## config.mk

```make
export PLATFORM = sky130hd
export DESIGN_NAME = multicycle_alu
export DESIGN_NICKNAME = d
export VERILOG_FILES = /design/src/rtl/multicycle_alu.sv
export SDC_FILE = /design/constraint.sdc
export NUM_CORES = 1
export LEC_CHECK = 0
export CAP_MARGIN = 20
export CORE_MARGIN = 1
export CORE_UTILIZATION = 35
export DETAILED_ROUTE_END_ITERATION = 8
export SLEW_MARGIN = 40
export SYNTH_ARGS = -nofsm -noshare
export SYNTH_HDL_FRONTEND = slang
export SYNTH_SLANG_ARGS = --single-unit
```

## constraint.sdc

```tcl
create_clock -name Clock -period 2.55 [get_ports Clock]
set_clock_uncertainty 0.05 [all_clocks]
set_input_delay 0.51 -clock Clock [delete_from_list [all_inputs] [get_ports Clock]]
set_output_delay 0.51 -clock Clock [all_outputs]
set_load 0.005 [all_outputs]
```

## src/rtl/multicycle_alu.sv

```systemverilog
// Multicycle ALU: responder side of the ALU_Start/ALU_Done handshake (ADD, SUB, MUL, DIV).
// Latency: ADD/SUB/DIV-by-zero finish 1 cycle after accept; MUL/DIV spend WIDTH cycles in RUN (Done at cycle WIDTH+1).
// Backpressure: none; a request is accepted only from IDLE while armed, and Start must drop for one edge to re-arm.
//
// Ports:
//   Clock, Reset        - rising-edge clock, asynchronous active-high reset
//   ALUOP, ALU_A, ALU_B - operation (00 ADD, 01 SUB, 10 MUL, 11 DIV) and operands, latched on accept
//   ALU_Start           - request, held high by the initiator until it samples ALU_Done
//   ALU_Result          - registered result, written only on entry to DONE
//   ALU_Done, ALU_Busy  - registered one-cycle completion pulse / multicycle-in-progress flag
module multicycle_alu #(
  parameter int WIDTH = 16
) (
  input  logic             Clock,
  input  logic             Reset,
  input  logic [1:0]       ALUOP,
  input  logic [WIDTH-1:0] ALU_A,
  input  logic [WIDTH-1:0] ALU_B,
  input  logic             ALU_Start,
  output logic [WIDTH-1:0] ALU_Result,
  output logic             ALU_Done,
  output logic             ALU_Busy
);

  typedef enum logic [1:0] {IDLE, MUL_RUN, DIV_RUN, DONE} state_t;

  localparam logic [1:0] OP_ADD = 2'b00;
  localparam logic [1:0] OP_SUB = 2'b01;
  localparam logic [1:0] OP_MUL = 2'b10;
  localparam int         CW     = (WIDTH > 2) ? $clog2(WIDTH) : 1;

  state_t           state_q, state_d;
  logic             armed_q, armed_d;
  // x: multiplicand (shifts left) for MUL, dividend shifting out / quotient shifting in for DIV
  // y: multiplier (shifts right) for MUL, divisor for DIV
  // acc: partial product for MUL, partial remainder for DIV
  logic [WIDTH-1:0] x_q, x_d;
  logic [WIDTH-1:0] y_q, y_d;
  logic [WIDTH-1:0] acc_q, acc_d;
  logic [CW-1:0]    cnt_q, cnt_d;
  logic [WIDTH-1:0] result_q, result_d;
  logic             done_q, done_d;
  logic             busy_q, busy_d;

  logic [WIDTH-1:0] mul_acc;
  logic [WIDTH:0]   rem_sh;
  logic [WIDTH:0]   rem_sub;
  logic             div_ge;
  logic [WIDTH-1:0] div_rem;
  logic [WIDTH-1:0] div_quo;

  always_comb begin
    // One shift-add step: only the low WIDTH product bits are ever kept.
    mul_acc = y_q[0] ? (acc_q + x_q) : acc_q;

    // One restoring-division step: bring down the next dividend bit, subtract if it fits.
    rem_sh  = {acc_q, x_q[WIDTH-1]};
    rem_sub = rem_sh - {1'b0, y_q};
    div_ge  = (rem_sh >= {1'b0, y_q});
    div_rem = div_ge ? rem_sub[WIDTH-1:0] : rem_sh[WIDTH-1:0];
    div_quo = {x_q[WIDTH-2:0], div_ge};

    state_d  = state_q;
    armed_d  = armed_q;
    x_d      = x_q;
    y_d      = y_q;
    acc_d    = acc_q;
    cnt_d    = cnt_q;
    result_d = result_q;
    done_d   = 1'b0;
    busy_d   = 1'b0;

    case (state_q)
      IDLE: begin
        if (ALU_Start && armed_q) begin
          armed_d = 1'b0;
          x_d     = ALU_A;
          y_d     = ALU_B;
          acc_d   = '0;
          cnt_d   = CW'(WIDTH - 1);
          if (ALUOP == OP_ADD) begin
            result_d = ALU_A + ALU_B;
            state_d  = DONE;
            done_d   = 1'b1;
          end else if (ALUOP == OP_SUB) begin
            result_d = ALU_A - ALU_B;
            state_d  = DONE;
            done_d   = 1'b1;
          end else if (ALUOP == OP_MUL) begin
            state_d = MUL_RUN;
            busy_d  = 1'b1;
          end else if (ALU_B == '0) begin
            // Divide by zero short-circuits to all ones without iterating.
            result_d = '1;
            state_d  = DONE;
            done_d   = 1'b1;
          end else begin
            state_d = DIV_RUN;
            busy_d  = 1'b1;
          end
        end
      end

      MUL_RUN: begin
        acc_d = mul_acc;
        x_d   = x_q << 1;
        y_d   = y_q >> 1;
        if (cnt_q == '0) begin
          result_d = mul_acc;
          state_d  = DONE;
          done_d   = 1'b1;
        end else begin
          cnt_d  = cnt_q - CW'(1);
          busy_d = 1'b1;
        end
      end

      DIV_RUN: begin
        acc_d = div_rem;
        x_d   = div_quo;
        if (cnt_q == '0) begin
          result_d = div_quo;
          state_d  = DONE;
          done_d   = 1'b1;
        end else begin
          cnt_d  = cnt_q - CW'(1);
          busy_d = 1'b1;
        end
      end

      default: begin
        // DONE lasts one cycle; Start is deliberately ignored here.
        state_d = IDLE;
      end
    endcase

    // Any edge with Start low re-arms, so a Start held across Done cannot relaunch.
    if (!ALU_Start) begin
      armed_d = 1'b1;
    end
  end

  always_ff @(posedge Clock or posedge Reset) begin
    if (Reset) begin
      state_q  <= IDLE;
      armed_q  <= 1'b1;
      x_q      <= '0;
      y_q      <= '0;
      acc_q    <= '0;
      cnt_q    <= '0;
      result_q <= '0;
      done_q   <= 1'b0;
      busy_q   <= 1'b0;
    end else begin
      state_q  <= state_d;
      armed_q  <= armed_d;
      x_q      <= x_d;
      y_q      <= y_d;
      acc_q    <= acc_d;
      cnt_q    <= cnt_d;
      result_q <= result_d;
      done_q   <= done_d;
      busy_q   <= busy_d;
    end
  end

  assign ALU_Result = result_q;
  assign ALU_Done   = done_q;
  assign ALU_Busy   = busy_q;

endmodule

```

==> flow_metrics.env, run 1 <==
export IMPL_status="complete, but fails checks"
export IMPL_failed_checks="setup timing"
export IMPL_cts_tree="built"
export IMPL_nets=1241
export IMPL_grt_use_total_pct=24.8
export IMPL_power_density_nw_per_um2=1400
export IMPL_final_cell_mix="221 x buf_4, 94 x nand2_1, 70 x nor2_1, 67 x dfrtp_1, 66 x o21ai_0"
export IMPL_viasPerCell=5.43
export IMPL_worstPathArrival_ns=2.92
export IMPL_place_inst=1363
export IMPL_clockBufferDepth=2
export IMPL_total_leakage_power_nw=4.77
export IMPL_firstDrtPassIters=5
export IMPL_clk_insertion_delay_late_ns=0.35
export IMPL_antenna_cells=0
export IMPL_area_delta_synth_final_pct=51.3
export IMPL_coreArea_um2=19500
export IMPL_synth_async_reset_ratio_pct=100
export IMPL_synth_enable_flop_cells=0
export IMPL_finalMaxSlewViolations=0
export IMPL_cts_root_buffer="clkbuf_16"
export IMPL_port_buffer_count=54
export IMPL_gp_congestion=0.965
export IMPL_rsz0062_at_grt="yes"
export IMPL_fmax_ghz=0.372
export IMPL_dpl_hpwl_um=19600
export IMPL_grt_pass1_wl_um=39000
export IMPL_antenna_found_initial=0
export IMPL_synth_seq_cells=73
export IMPL_wirelength_um=25400
export IMPL_hold_class="flop to flop"
export IMPL_start_util_pct=35.9
export IMPL_setup_viol=20
export IMPL_numCtsBuffers=9
export IMPL_crit_path_max_incr_delay_ns=0.40
export IMPL_syn_num_nets=976
export IMPL_syn_area_um2=7020
export IMPL_ctsHoldBuffers=0
export IMPL_wl_per_cell_um=18.1
export IMPL_yosysWarnings=0
export IMPL_ys_types=85
export IMPL_peakVddDrop_mv=0.507
export IMPL_htree_levels=3
export IMPL_fin_crit_ns=2.69
export IMPL_syn_area_per_cell_um2=8.07
export IMPL_clk_pin_slew_ns=0.07
export IMPL_die_x_um=144
export IMPL_hold_violations=0
export IMPL_max_cap_violations=0
export IMPL_grt_max_degree=37
export IMPL_place_area_um2=9410
export IMPL_io_pins=55
export IMPL_cp_max_fo=4
export IMPL_syn_inst=869
export IMPL_end_kind="flop"
export IMPL_crit_required_ns=2.79
export IMPL_final_common_cell="buf_4"
export IMPL_route_detailed_drc=0
export IMPL_min_period_over_period_pct=105
export IMPL_gr_total_overflow=0
export IMPL_vias=7618
export IMPL_cp_cell_sequence="ha_2, fa_2, a21oi_2, nand4b_1, nand3_2, a31oi_1, buf_4, and4_4, nor3_4, buf_6, a32o_2, o21ai_2"
export IMPL_cts_sinks=73
export IMPL_yosys_most_used_dff="dfrtp_1"
export IMPL_cp_start_kind="flop"
export IMPL_worst_slack_ns=-0.138
export IMPL_drt_initial_drc_count=644
export IMPL_final_cell_area_um2=10600
export IMPL_max_slew_worst_pin_slew_ns=0.641
export IMPL_critPathKind="flop to flop"
export IMPL_layout_drive_gt1_share_pct=35.8
export IMPL_grt_pass1_vias=7346
export IMPL_layout_cells_non_filler=1404
export IMPL_fp_dieH_um=144
export IMPL_rows=51
export IMPL_dieArea_um2=20600
export IMPL_ys_seq_area_share_pct=26.1
export IMPL_cpMaxStageDelayCell="dfrtp_1"
export IMPL_relSlewSlack_pct=56.7
export IMPL_ant_nets=0
export IMPL_finalPower_mw=14.8
==> registers in the layout (all words and copies together) (netlist names) <==
name	count
x_q	16
acc_q	16
state_q	2
ALU_Result	16
armed_q	1
cnt_q	4
y_q	16
ALU_Busy	1
ALU_Done	1
==> synth_stat cells, drive strengths merged (7+ instances only) <==
library cell | count | share of area [%]
inv | 64 | 3.4
mux2i | 22 | 3.1
a221oi | 21 | 2.7
a311oi | 7 | 1.2
nor3 | 19 | 1.4
nor2b | 9 | 0.80
o31ai | 8 | 0.93
nand3 | 28 | 2.0
a32o | 7 | 1.0
xnor2 | 26 | 3.2
ha | 66 | 12
a21oi | 47 | 3.4
nand2b | 7 | 0.62
a21o | 11 | 1.2
o21bai | 7 | 0.80
buf | 11 | 0.95
or3 | 8 | 0.71
xor2 | 12 | 1.5
a211oi | 7 | 0.82
dfrtp | 72 | 26
a31oi | 18 | 1.6
o21ai | 89 | 6.4
mux2 | 7 | 1.1
and3 | 8 | 0.71
nand2 | 100 | 5.4
nor2 | 75 | 4.0
clkbuf | 31 | 1.7
==> worst max-delay path: cells and delay by family, from the launching register on <==
| family | cells | cell delay [ns] |
|---|---|---|
| AO/OA/AOI/OAI | 4 | 0.71 |
| adder cells (fa/ha/maj) | 2 | 0.57 |
| buffers and inverters | 2 | 0.33 |
| flip-flops | 1 | 0.40 |
| AND/OR/NAND/NOR | 4 | 0.57 |
==> per-stage QoR <==
step	utilization, %	setup TNS, ns	worst slack (ns)	hold slack (ns)
floorplan	-	-0.194	-0.109	0.421
global placement	48.2	-10.34	-0.771	0.414
detailed placement	48.2	-11.18	-0.875	0.429
CTS	51.6	-2.11	-0.233	0.443
finish	54.4	-1.18	-0.138	0.438
global route	54.4	-3.68	-0.239	0.467
==> timing repair <==
action | 4_1_cts | 5_1_grt
pin swaps | 46 | 59
setup buffers | 14 | 15
gates cloned | 0 | 1
setup endpoints to repair | 28 | 29
resized for setup | 89 | 97
==> cell type report <==
class	count	area, um2
well taps	265	332
clock buffers	9	225
repair buffers	296	2470
multi-input cells	690	5450
fillers	1858	8910
flip-flops and latches	73	1830
clock inverters	7	53.8
inverters	64	254
==> path summary, 6_finish.rpt <==
| kind | from | slack, ns | cells after the start | end |
|---|---|---|---|---|
| max | acc_q[0]$_DFFE_PP0P_ | -0.14 | 12 | ALU_Result[12]$_DFFE_PP0P_ |
| min | ALU_Result[8]$_DFFE_PP0P_ | 0.44 | 2 | ALU_Result[8]$_DFFE_PP0P_ |
| max reg2reg | acc_q[0]$_DFFE_PP0P_ | -0.14 | 12 | ALU_Result[12]$_DFFE_PP0P_ |
| min reg2reg | ALU_Result[8]$_DFFE_PP0P_ | 0.44 | 2 | ALU_Result[8]$_DFFE_PP0P_ |
| max in group asynchronous | Reset | 1.38 | 3 | acc_q[3]$_DFFE_PP0P_ |
| min in group asynchronous | Reset | 0.47 | 2 | ALU_Busy$_DFF_PP0_ |
==> report_power, final <==
part | switching (mW) | internal [mW] | leakage [nW]
clock | 0.573 | 0.666 | 0.128
sequential | 0.465 | 1.74 | 0.890
combinational | 5.90 | 5.49 | 3.76
==> per-layer routing <==
metal	part of all wire, %	track usage (%)	vias up
met1	45	33.2	3664
met5	0	0	-
met4	2.2	7.56	0
met2	48	41.8	230
li1	-	-	3681
met3	4.9	2.63	43
==> cells by family (layout without fill, tap and decap cells) <==
group                      count (synthesis)  in the layout  synth area share, %
and+or+nand+nor                          285            285                 18.9
AOI/OAI and AO/OA                        268            268                 27.1
buffers and inverters                    106            376                 6.03
DFF                                       73             73                 26.1
adders and majority gates                 70             70                 12.9
xor gates and xnor gates                  38             38                 4.74
muxes                                     29             29                 4.26
No activity file was read; power rests on OpenSTA's default activity.
==> run 2: changes to the inputs <==
--- a/config.mk
+++ b/config.mk
@@ -5,7 +5,6 @@
 export SDC_FILE = /design/constraint.sdc
 export NUM_CORES = 1
 export LEC_CHECK = 0
-export CAP_MARGIN = 20
 export CORE_MARGIN = 1
 export CORE_UTILIZATION = 35
 export DETAILED_ROUTE_END_ITERATION = 8
==> results of run 2 <==
The final DEF is identical to that of run 1; final timing and power are the same.
==> run 3: changes to the inputs <==
--- a/config.mk
+++ b/config.mk
@@ -5,9 +5,12 @@
 export SDC_FILE = /design/constraint.sdc
 export NUM_CORES = 1
 export LEC_CHECK = 0
-export CORE_MARGIN = 1
-export CORE_UTILIZATION = 35
+export CELL_PAD_IN_SITES_DETAIL_PLACEMENT = 0
+export CELL_PAD_IN_SITES_GLOBAL_PLACEMENT = 2
+export CORE_MARGIN = 10
+export CORE_UTILIZATION = 33
 export DETAILED_ROUTE_END_ITERATION = 8
+export PLACE_DENSITY_LB_ADDON = 0.1
 export SLEW_MARGIN = 40
 export SYNTH_ARGS = -nofsm -noshare
 export SYNTH_HDL_FRONTEND = slang
==> constraint.sdc (replaced) <==
create_clock -name Clock -period 2.55 [get_ports Clock]
set_clock_uncertainty 0.05 [all_clocks]
set_input_delay 0.6375 -clock Clock [delete_from_list [all_inputs] [get_ports Clock]]
set_output_delay 0.6375 -clock Clock [all_outputs]
set_load 0.005 [all_outputs]
==> run 3 against run 2 <==
  * The run still ends with setup timing left
  * Flip-flop and latch count stayed put
  * Clock power is 10% higher
  * Combinational power is 6% higher
  * Power is 6.0% higher
  * Final area is 4.0% higher
  * Count of clock-buffer cells in the layout is 2 higher
  * Global-route usage is 4.6 points lower
  * Worst setup slack better by 0.021 ns
  * Critical path type unchanged
  * Largest cell class unchanged
  * Highest routed layer unchanged
==> flow_metrics.env, run 3 (same netlist as run 1, synthesis figures left out) <==
export IMPL_status="complete, but fails checks"
export IMPL_failed_checks="setup timing"
export IMPL_htree_levels=3
export IMPL_drt_initial_drc_count=436
export IMPL_numCtsBuffers=9
export IMPL_clockBufferDepth=2
export IMPL_worst_slack_ns=-0.117
export IMPL_min_period_over_period_pct=105
export IMPL_total_leakage_power_nw=4.91
export IMPL_hold_violations=0
export IMPL_clk_insertion_delay_late_ns=0.37
export IMPL_end_kind="flop"
export IMPL_vias=7638
export IMPL_coreArea_um2=21000
export IMPL_critical_path_reg2reg_endpoint="ALU_Result[12]$_DFFE_PP0P_"
export IMPL_cts_sinks=73
export IMPL_dieArea_um2=27500
export IMPL_hold_worst_slack_ns=0.433
export IMPL_crit_required_ns=2.79
export IMPL_gr_total_overflow=0
export IMPL_cp_max_fo=4
export IMPL_cpMaxStageDelayCell="dfrtp_1"
export IMPL_clk_pin_slew_ns=0.07
export IMPL_final_cell_area_um2=11000
export IMPL_wirelength_um=29100
export IMPL_place_area_um2=9560
export IMPL_fp_dieH_um=166
export IMPL_area_delta_synth_final_pct=57.3
export IMPL_max_cap_violations=0
export IMPL_grt_pass1_vias=7956
export IMPL_whs_path_depth=2
export IMPL_n_fill_cell=2007
export IMPL_port_buffer_count=54
export IMPL_grt_pass1_wl_um=44600
export IMPL_cts_tree="built"
export IMPL_die_x_um=166
export IMPL_place_inst=1393
export IMPL_worstPathArrival_ns=2.91
export IMPL_layout_drive_gt1_share_pct=40.4
export IMPL_nets=1259
export IMPL_peakVddDrop_mv=0.511
export IMPL_ff2ff_path_depth=11
export IMPL_grt_use_total_pct=20.1
export IMPL_final_common_cell="buf_4"
export IMPL_cp_cell_sequence="ha_2, fa_2, a21oi_2, nand4b_1, nand3_2, a31oi_4, and4_1, nor3_1, buf_4, a32o_2, o21ai_2"
export IMPL_final_cell_mix="232 x buf_4, 97 x nand2_1, 71 x nor2_1, 67 x dfrtp_1, 58 x o21ai_0"
export IMPL_hold_class="flop to flop"
export IMPL_cts_root_buffer="clkbuf_16"
export IMPL_route_detailed_drc=0
export IMPL_ant_nets=0
export IMPL_wl_per_cell_um=20.3
export IMPL_dpl_hpwl_um=23000
export IMPL_r2r_start="x_q[0]$_DFFE_PP0P_"
export IMPL_rsz0062_at_grt="yes"
export IMPL_antenna_found_initial=1
export IMPL_rrSetupSlack_ns=-0.12
export IMPL_ctsHoldBuffers=0
export IMPL_max_slew_worst_pin_slew_ns=0.545
export IMPL_crit_path_max_incr_delay_ns=0.42
export IMPL_rows=53
export IMPL_cp_startpoint="x_q[0]$_DFFE_PP0P_"
export IMPL_start_util_pct=33.5
export IMPL_critPathKind="flop to flop"
export IMPL_fin_crit_ns=2.67
export IMPL_holdPathEnd="ALU_Result[3]$_DFFE_PP0P_"
export IMPL_viasPerCell=5.33
export IMPL_finalMaxSlewViolations=0
export IMPL_fmax_ghz=0.375
export IMPL_worstHoldStart="ALU_Result[3]$_DFFE_PP0P_"
export IMPL_power_density_nw_per_um2=1420
export IMPL_layout_cells_non_filler=1432
export IMPL_antenna_cells=0
export IMPL_gp_congestion=0.895
export IMPL_firstDrtPassIters=5
export IMPL_grt_max_degree=38
export IMPL_setup_viol=17
export IMPL_io_pins=55
export IMPL_cp_start_kind="flop"
export IMPL_relSlewSlack_pct=63.6
[run 3: cell count changes in the layout (fill, tap and decap cells not counted), sizes merged]
cell | before | now
buf | 243 | 268
bufinv | 0 | 1
clkbuf | 10 | 15
clkdlybuf4s15 | 3 | 6
clkdlybuf4s50 | 34 | 30
clkinv | 3 | 1
clkinvlp | 3 | 1
dlygate4sd2 | 14 | 4
dlymetal6s2s | 1 | 2
inv | 65 | 66
[run 3: critical path, delay by kind of cell, from the launching register on]
kind,cells,cell delay [ns]
and+or+nand+nor,4,0.59
DFF,1,0.42
buffers and inverters,1,0.17
AOI/OAI and AO/OA,4,0.81
adders and majority gates,2,0.56
[run 3: metal layers]
| metal | GRT usage [%] | vias up | share of wire [%] |
|---|---|---|---|
| li1 | - | 3724 | - |
| met1 | 25.7 | 3718 | 46 |
| met2 | 33.6 | 155 | 48 |
| met3 | 3.43 | 41 | 4.0 |
| met4 | 6.82 | 0 | 2.3 |
| met5 | 0 | - | 0 |
[run 3: what timing repair did]
action,in CTS,in global routing
buffers inserted,22,7
pin swaps,83,61
resized for setup,189,99
setup endpoints to repair,33,30
cloned,1,1
[run 3: cell type report]
class	count	area [um2]	area share [%]
clock buffer	11	243	2.20
clock inverter	5	63.8	0.578
inverter	64	255	2.31
multi-input combinational	690	5690	51.5
sequential	73	1830	16.6
tap	275	344	3.12
timing repair buffer	314	2610	23.7
[run 3: worst max path at each step]
stage	slack (ns)	cells after the start	endpoint
after floorplan	-0.24	11	ALU_Result[12]$_DFFE_PP0P_
after global placement	-1.03	12	ALU_Result[11]$_DFFE_PP0P_
after detailed placement	-1.04	12	ALU_Result[11]$_DFFE_PP0P_
after CTS	-0.13	10	ALU_Result[11]$_DFFE_PP0P_
after global routing	-0.21	11	ALU_Result[12]$_DFFE_PP0P_
final	-0.12	11	ALU_Result[12]$_DFFE_PP0P_
[run 3: power breakdown]
group	total (mW)	leakage, nW	switching [mW]	internal [mW]
combinational	12.1	3.88	6.32	5.78
sequential	2.25	0.890	0.508	1.74
clock	1.37	0.147	0.577	0.794
[run 3: per-stage QoR]
| stage | power [mW] | setup WS, ns | setup TNS (ns) | utilization, % |
|---|---|---|---|---|
| after detailed placement | 12.2 | -1.04 | -15.46 | 45.6 |
| after floorplan | 7.74 | -0.236 | -0.607 | - |
| after global placement | 12.0 | -1.03 | -14.11 | 45.6 |
| final | 15.7 | -0.117 | -1.07 | 52.7 |
| after global routing | 16.9 | -0.209 | -3.17 | 52.7 |
| after CTS | 14.7 | -0.127 | -1.14 | 50.4 |
==> RTL change: new RTL, settings of run 2 <==
Encoding of `state_t`: now Gray code (2 bits for 4 states).
--- a/src/rtl/multicycle_alu.sv
+++ b/src/rtl/multicycle_alu.sv
@@ -23,5 +23,5 @@
 );
 
-  typedef enum logic [1:0] {IDLE, MUL_RUN, DIV_RUN, DONE} state_t;
+  typedef enum logic [1:0] {IDLE = 2'b00, MUL_RUN = 2'b01, DIV_RUN = 2'b11, DONE = 2'b10} state_t;
 
   localparam logic [1:0] OP_ADD = 2'b00;
Formal check against the unedited RTL: no difference found for any inputs over 10 cycles, from zero or initial values and one cycle with Reset high; not proved beyond that.
==> RTL change against run 2 <==
The run ends with DRC, setup timing left. Routed wire length increased by 2.1%. Utilization increased by 2.5 points. Power increased by 1.9%. Critical path type unchanged. Synthesized area decreased by 5.1%. Cell area about the same. Worst setup slack got worse by 0.13 ns. Sequential cell count unchanged.
==> RTL change: results (changes against run 2) <==
** STA
- Slack of the critical path :: -0.272 ns (-0.134 ns)
- The worst hold slack across all endpoints came to 0.432 ns (-0.00544 ns).
- The final setup violation count was 22 (+10%).
- The sum of negative setup slack came to -3.28 ns (-2.11 ns).
- Worst slew pin tran :: 0.600 ns (-0.0414 ns)

** Routing
- Total met3 wirelength after detailed routing :: 1480 um (+17%)
- Detailed-router iteration count before antenna repair :: 7 (+2)
- The via total after detailed routing was 7658 (+0.53%).
- The total met2 wirelength after detailed routing came to 12100 um (-0.25%).
- The sum of routed wire length over all layers came to 26000 um (+2.1%).
- The final routed DRC violation total came to 1 (+1).
- The count of routing violations after the opening detailed-route iteration is 604 (-6.2%).
- The routed metal-1 wirelength is 11700 um (+2.0%).

** Layout
- The fraction of layout cells with a size suffix above 1 was 39.6% (+3.8 points).
- The post-route non-filler standard cell count is 1375 (-2.1%).
- Nets :: 1239 (-0.16%)

** Run status
- Violations in the final reports :: DRC, setup timing
- The run finished, with violations left.

** Synth
- Post-Synthesis Net Count :: 954 (-2.3%)
- Most instantiated cells after synthesis :: nor2_1, nand2_1, dfrtp_1, ha_1, inv_1
- The share of the yosys chip area belonging to registers was 27.5% (+1.4 points).
- In the post-synthesis netlist, the biggest area contributors are dfrtp_1, ha_1, nor2_1.
- Average instance area after synthesis :: 7.82 um2 (-3.1%)

** Worst setup path
- Largest stage delay on the critical path :: 0.42 ns (+0.02 ns)
- In this run the critical register-to-register path is captured at ALU_Result[14]$_DFFE_PP0P_.
- The data arrival at the endpoint of the critical path was 3.01 ns (+0.09 ns).

** Min path
- Worst hold start :: armed_q$_DFFE_PP1P_
- Hold EP :: armed_q$_DFFE_PP1P_

** GRT
- The largest net degree at the start of global routing is 74 (+100%).
- Wire length of the first global-routing pass :: 39600 um (+1.5%)
- The number of global-route vias before repair is 7307 (-0.53%).

** Placed design
- Half-perimeter wire length after detailed placement :: 19400 um (-0.70%)
- Post-place instance area :: 9170 um2 (-2.5%)
- Placed insts :: 1323 (-2.9%)
- The minimum setup slack after placement came to -0.882 ns (-0.00715 ns).

** Power
- The leakage power total came to 4.73 nW (-0.93%).
- Power per cell area :: 1420 nW/um2 (+1.9%)
- Net switching power :: 6.79 mW (-2.2%)
- The highest ir drop seen on vdd was 0.640 mV (+26%).
- The flip-flop and latch power came to 2.34 mW (+6%).
==> RTL change: layer usage <==
metal	vias up	GRT usage, %
li1	3668	-
met5	-	0
met3	44	2.97
met1	3689	35.5
met2	257	42.7
met4	0	8.50
==> RTL change: cell families (layout without fill, tap and decap cells) <==
kind of cell / Yosys count / count (layout) / synth area share [%]
buffers and inverters: 105 / 395 / 6.15
and+or+nand+nor: 286 / 286 / 19.5
AOI/OAI and AO/OA: 267 / 267 / 26.5
xor gates and xnor gates: 34 / 34 / 4.47
adders and majority gates: 66 / 66 / 12.9
muxes: 20 / 20 / 3.06
DFF: 73 / 73 / 27.5
==> RTL change: timing repair <==
action	CTS	global route
endpoints found under the setup margin	32	33
resized for setup	139	110
pin swaps	48	55
cloned	0	1
setup buffers	20	19
endpoints found under the hold margin	0	0
==> RTL change: final cells by class <==
cell class                 count  area, um2
timing repair buffer         317       2560
clock buffer                  10        239
inverter                      62        245
fill                        1697       8040
sequential                    73       1830
clock inverter                 6       72.6
tap                          234        293
multi-input combinational    673       5360
